--- config.mk ---
export PLATFORM = sky130hd
export DESIGN_NAME = ps2_rx_frame
export DESIGN_NICKNAME = d
export VERILOG_FILES = /design/src/rtl/ps2_pkg.sv /design/src/rtl/ps2_line_filter.sv /design/src/rtl/ps2_rx_frame.sv
export SDC_FILE = /design/constraint.sdc
export NUM_CORES = 1
export LEC_CHECK = 0
export CORE_ASPECT_RATIO = 0.8
export CORE_UTILIZATION = 58
export CTS_CLUSTER_DIAMETER = 200
export CTS_CLUSTER_SIZE = 24
export DETAILED_ROUTE_END_ITERATION = 12
export PLACE_DENSITY = 0.86
export SKIP_CTS_REPAIR_TIMING = 1
export SYNTH_ARGS = -nofsm -noshare
export SYNTH_HDL_FRONTEND = slang
export SYNTH_HIERARCHICAL = 1
export SYNTH_SLANG_ARGS = --single-unit
export TNS_END_PERCENT = 30
--- constraint.sdc ---
create_clock -name clk -period 2.34 [get_ports clk]
set_clock_uncertainty 0.2 [all_clocks]
set_input_delay 0.702 -clock clk [delete_from_list [all_inputs] [get_ports clk]]
set_output_delay 0.702 -clock clk [all_outputs]
set_load 0.03 [all_outputs]
--- src/rtl/ps2_pkg.sv ---
// Shared PS/2 definitions: receiver FSM encoding, frame constants and the break code
// used by the downstream key decoder.
package ps2_pkg;

  typedef enum logic [1:0] {
    IDLE,
    DATA,
    PARITY,
    STOP
  } ps2_state_t;

  localparam int         PS2_DATA_BITS  = 8;
  localparam logic       PS2_START_BIT  = 1'b0;
  localparam logic       PS2_STOP_BIT   = 1'b1;
  localparam logic [7:0] PS2_BREAK_CODE = 8'hF0;

  // Odd parity across the data byte and the parity bit.
  function automatic logic odd_parity_ok(input logic [7:0] data, input logic parity);
    return ^{data, parity};
  endfunction

endpackage

--- src/rtl/ps2_line_filter.sv ---
// Two-flop synchroniser followed by a debounce: the output follows the line only after
// FILTER_LEN consecutive synchronised samples disagree with it. Idles high.
module ps2_line_filter #(
  parameter int FILTER_LEN = 8
) (
  input  logic clk,
  input  logic rst,
  input  logic i_line,
  output logic o_line
);

  localparam int CW = $clog2(FILTER_LEN + 1);

  logic [1:0]    r_sync;
  logic          r_out;
  logic [CW-1:0] r_cnt;

  // NOTE: sequential state uses non-blocking assignments so every flop samples
  // pre-edge values; reset values match an idle (high) bus.
  always_ff @(posedge clk or posedge rst) begin
    if (rst) begin
      r_sync <= 2'b11;
      r_out  <= 1'b1;
      r_cnt  <= '0;
    end else begin
      r_sync <= {r_sync[0], i_line};
      if (r_sync[1] != r_out) begin
        if (r_cnt == CW'(FILTER_LEN - 1)) begin
          r_out <= r_sync[1];
          r_cnt <= '0;
        end else begin
          r_cnt <= r_cnt + CW'(1);
        end
      end else begin
        r_cnt <= '0;
      end
    end
  end

  assign o_line = r_out;

endmodule

--- src/rtl/ps2_rx_frame.sv ---
// PS/2 device-to-host frame receiver: filters ps2clk/ps2data, deframes 11-bit frames and
// strobes each good byte. Define PS2_PARITY_CHECK_EN to reject frames with bad odd parity.
module ps2_rx_frame
  import ps2_pkg::*;
#(
  parameter int FILTER_LEN     = 8,
  parameter int TIMEOUT_CYCLES = 10000
) (
  input  logic       clk,
  input  logic       rst,
  input  logic       ps2clk,
  input  logic       ps2data,
  output logic [7:0] received_data,
  output logic       received_data_en,
  output logic       frame_err
);

  localparam int             TO_W    = (TIMEOUT_CYCLES > 1) ? $clog2(TIMEOUT_CYCLES) : 1;
  localparam logic [TO_W-1:0] TO_LAST = TO_W'(TIMEOUT_CYCLES - 1);
  localparam logic [2:0]      LAST_BIT = 3'(PS2_DATA_BITS - 1);

  logic w_clk_f;
  logic w_data_f;
  logic w_fall;
  logic w_frame_good;

  ps2_state_t      r_state;
  logic [2:0]      r_bit_cnt;
  logic [7:0]      r_shreg;
  logic [TO_W-1:0] r_to_cnt;
  logic            r_clk_prev;

  // Data goes through an identical filter so it keeps its alignment with the filtered clock.
  ps2_line_filter #(.FILTER_LEN(FILTER_LEN)) u_clk_filter (
    .clk(clk), .rst(rst), .i_line(ps2clk), .o_line(w_clk_f)
  );

  ps2_line_filter #(.FILTER_LEN(FILTER_LEN)) u_data_filter (
    .clk(clk), .rst(rst), .i_line(ps2data), .o_line(w_data_f)
  );

  assign w_fall = r_clk_prev & ~w_clk_f;

`ifdef PS2_PARITY_CHECK_EN
  logic r_parity;
  assign w_frame_good = (w_data_f == PS2_STOP_BIT) && odd_parity_ok(r_shreg, r_parity);
`else
  assign w_frame_good = (w_data_f == PS2_STOP_BIT);
`endif

  always_ff @(posedge clk or posedge rst) begin
    if (rst) begin
      r_state          <= IDLE;
      r_bit_cnt        <= '0;
      r_shreg          <= '0;
      r_to_cnt         <= '0;
      r_clk_prev       <= 1'b1;
      received_data    <= '0;
      received_data_en <= 1'b0;
      frame_err        <= 1'b0;
`ifdef PS2_PARITY_CHECK_EN
      r_parity         <= 1'b0;
`endif
    end else begin
      r_clk_prev       <= w_clk_f;
      received_data_en <= 1'b0;
      frame_err        <= 1'b0;
      // A fall always takes priority over an expiring timeout.
      if (w_fall) begin
        r_to_cnt <= '0;
        case (r_state)
          IDLE: begin
            if (w_data_f == PS2_START_BIT) begin
              r_state   <= DATA;
              r_bit_cnt <= '0;
            end
          end
          DATA: begin
            r_shreg <= {w_data_f, r_shreg[7:1]};
            if (r_bit_cnt == LAST_BIT) r_state <= PARITY;
            else r_bit_cnt <= r_bit_cnt + 3'd1;
          end
          PARITY: begin
`ifdef PS2_PARITY_CHECK_EN
            r_parity <= w_data_f;
`endif
            r_state <= STOP;
          end
          STOP: begin
            r_state <= IDLE;
            if (w_frame_good) begin
              received_data    <= r_shreg;
              received_data_en <= 1'b1;
            end else begin
              frame_err <= 1'b1;
            end
          end
          default: r_state <= IDLE;
        endcase
      end else if (r_state != IDLE) begin
        if (r_to_cnt == TO_LAST) begin
          r_state   <= IDLE;
          r_to_cnt  <= '0;
          frame_err <= 1'b1;
        end else begin
          r_to_cnt <= r_to_cnt + TO_W'(1);
        end
      end
    end
  end

endmodule

==> metrics.yaml <==
setup_viol: 0
synthArstFlopShare_pct: 100
yosysWarnings: 6
clock_latency_ns: 0.30
total_leakage_power_nw: 1.21
fin_ws_ns: 0.0983
hold_viol: 0
min_from: "u_data_filter/r_sync[0]$_DFF_PP1_"
ys_seq_area_share_pct: 53.6
max_freq_ghz: 0.446
io_buffer_count: 13
ctsLongestPathBuffers: 2
layout.cells.non_filler: 273
wl_per_cell_um: 15.7
fillers: 283
crit_start: "received_data[0]$_DFFE_PP0P_"
pin_count: 14
path_cells: "clkdlybuf4s50_1"
cp.required_ns: 1.44
synth_seq_cells: 52
peakVddDrop_v: 0.000522
crit_path_end_kind: "primary output"
cpPeakStageDelay_ns: 0.68
overflow: 0
rsz0062_at_grt: "false"
layout_commonest_cell: "dfrtp_1"
routed_wirelength_mm: 4.29
grt_pass1_vias: 1611
cp_num_buf_inv: 1
syn_area_um2: 2440
cp.arrival_ns: 1.34
grt_pass1_wl_mm: 7.33
via_per_inst: 5.88
die_h_um: 60.1
synthTopCellsByArea: "dfrtp_1, mux2_2, dfstp_2, ha_1, xnor2_1"
vias: 1604
final_cell_mix: "dfrtp_1, mux2_2, clkdlybuf4s50_1, xnor2_1, inv_1"
grt_max_degree: 30
syn_inst: 198
syn-num-nets: 211
cp_max_fo: 2
cts_tree: "built"
postSynthAreaPerCell_um2: 12.3
crit_slowest_cell: "clkdlybuf4s50_1"
synth_top_area_share_pct: 46.1
dieWidth_um: 74.6
path_clk_slew_ns: 0.09
max_cap_violations: 0
ys.flop_type: "dfrtp_1"
antenna_cells: 0
cts_sinks: 52
relSlewSlack_pct: 55.5
track_usage_pct: 22.3
dp.cells: 265
hp-class: "reg2reg"
syn_to_final_growth_pct: 12.0
routabilityCongestion: 0.818
fp-row-count: 20
pre_cts_ws_ns: 0.210
status: "finished, final reports clean"
yosysTopAreaCell: "dfrtp_1"
drtAntennaViolNets: 0
drive_gt1_share_pct: 25.7
cp-start-kind: "flip-flop"
crit_type: "reg2out"
fin_crit_ns: 2.24
maxSlewViolCount: 0
post-route-util_pct: 70.1
drtIter0Drc: 127
synth_enable_flop_cells: 0
antenna_found_initial: 0
dieArea_um2: 4480
tightest_slew_ns: 0.651
cts-root-buf: "clkbuf_8"
power_density_nw_per_um2: 888
holdWs_ns: 0.166
core_region_area_um2: 3900
cts_buffers: 5
nNetsFinal: 230
post-route-drc-count: 0
start_util_pct: 62.6
firstDrtPassIters: 4
fin_setup_tns_ns: 0
synth_cell_type_count: 43
finalCritPeriodShare_pct: 95.8
dp_hpwl_mm: 3.18
critPathTopFamily: "buffers and inverters"
h-tree-depth: 2
timing.rr.start: "r_state[0]$_DFFE_PP0P_"
area by class of cell:
class	count	area, um^2	share of cell area, %
multi-input combinational	129	1040	38.2
tap	55	68.8	2.51
timing repair buffer	18	180	6.58
sequential	52	1310	47.9
clock buffer	6	82.6	3.02
inverter	11	41.3	1.51
clock inverter	2	10.0	0.366
state kept, by name (all words and copies together) (netlist names), 2 cells and up:
signal                flops
u_clk_filter/r_cnt        4
received_data             8
u_clk_filter/r_sync       2
r_shreg                   8
r_bit_cnt                 3
r_to_cnt                 14
u_data_filter/r_cnt       4
r_state                   2
u_data_filter/r_sync      2
per-stage QoR:
step | cell area, um^2 | power (mW)
after floorplan | 2440 | 1.75
after global placement | 2650 | 1.85
after detailed placement | 2650 | 1.92
after CTS | 2740 | 2.44
after global routing | 2740 | 2.57
final | 2740 | 2.43
cell families after synthesis:
family | count (synthesis) | synth area share, %
and+or+nand+nor | 58 | 15.5
DFF | 52 | 53.6
AOI/OAI and AO/OA | 31 | 9.27
muxes | 19 | 9.06
buffers and inverters | 17 | 3.64
xor gates and xnor gates | 12 | 4.30
adders and majority gates | 9 | 4.61
cell usage after synthesis (all sizes together) (2+ instances only):
cell     count
a311oi       2
ha           9
nand3b       5
nor2b        4
xnor2       12
o21ai        4
mux2        19
o31ai        3
a21o         2
a21oi        7
dfrtp       45
a211oi       6
clkbuf       3
nand3        7
or4          5
nand4b       3
nand2b       2
or3          2
nand4        3
a22o         3
a2111oi      2
nor2        10
buf          3
dfstp        7
and4         2
nand2        9
inv         11
metal layers:
layer	track usage (%)	wire length [um]
met1	26.8	1840
met2	38.9	2190
met3	5.23	176
met4	8.89	82
met5	0	0
worst paths after layout:
kind | endpoint | slack (ns) | cells after the start
max | received_data[0] | 0.1 | 1
min | u_data_filter/r_sync[1]$_DFF_PP1_ | 0.17 | 0
max reg2reg | r_state[1]$_DFFE_PP0P_ | 0.17 | 6
min reg2reg | u_data_filter/r_sync[1]$_DFF_PP1_ | 0.17 | 0
max in group asynchronous | r_shreg[7]$_DFFE_PP0N_ | 0.91 | 3
min in group asynchronous | u_data_filter/r_cnt[1]$_DFF_PP0_ | 0.48 | 2
where the power goes:
part	internal, mW	switching [mW]
logic	0.306	0.394
clock network	0.236	0.282
registers	1.06	0.153
total	1.60	0.829
Power figures use the tool's default switching activity.
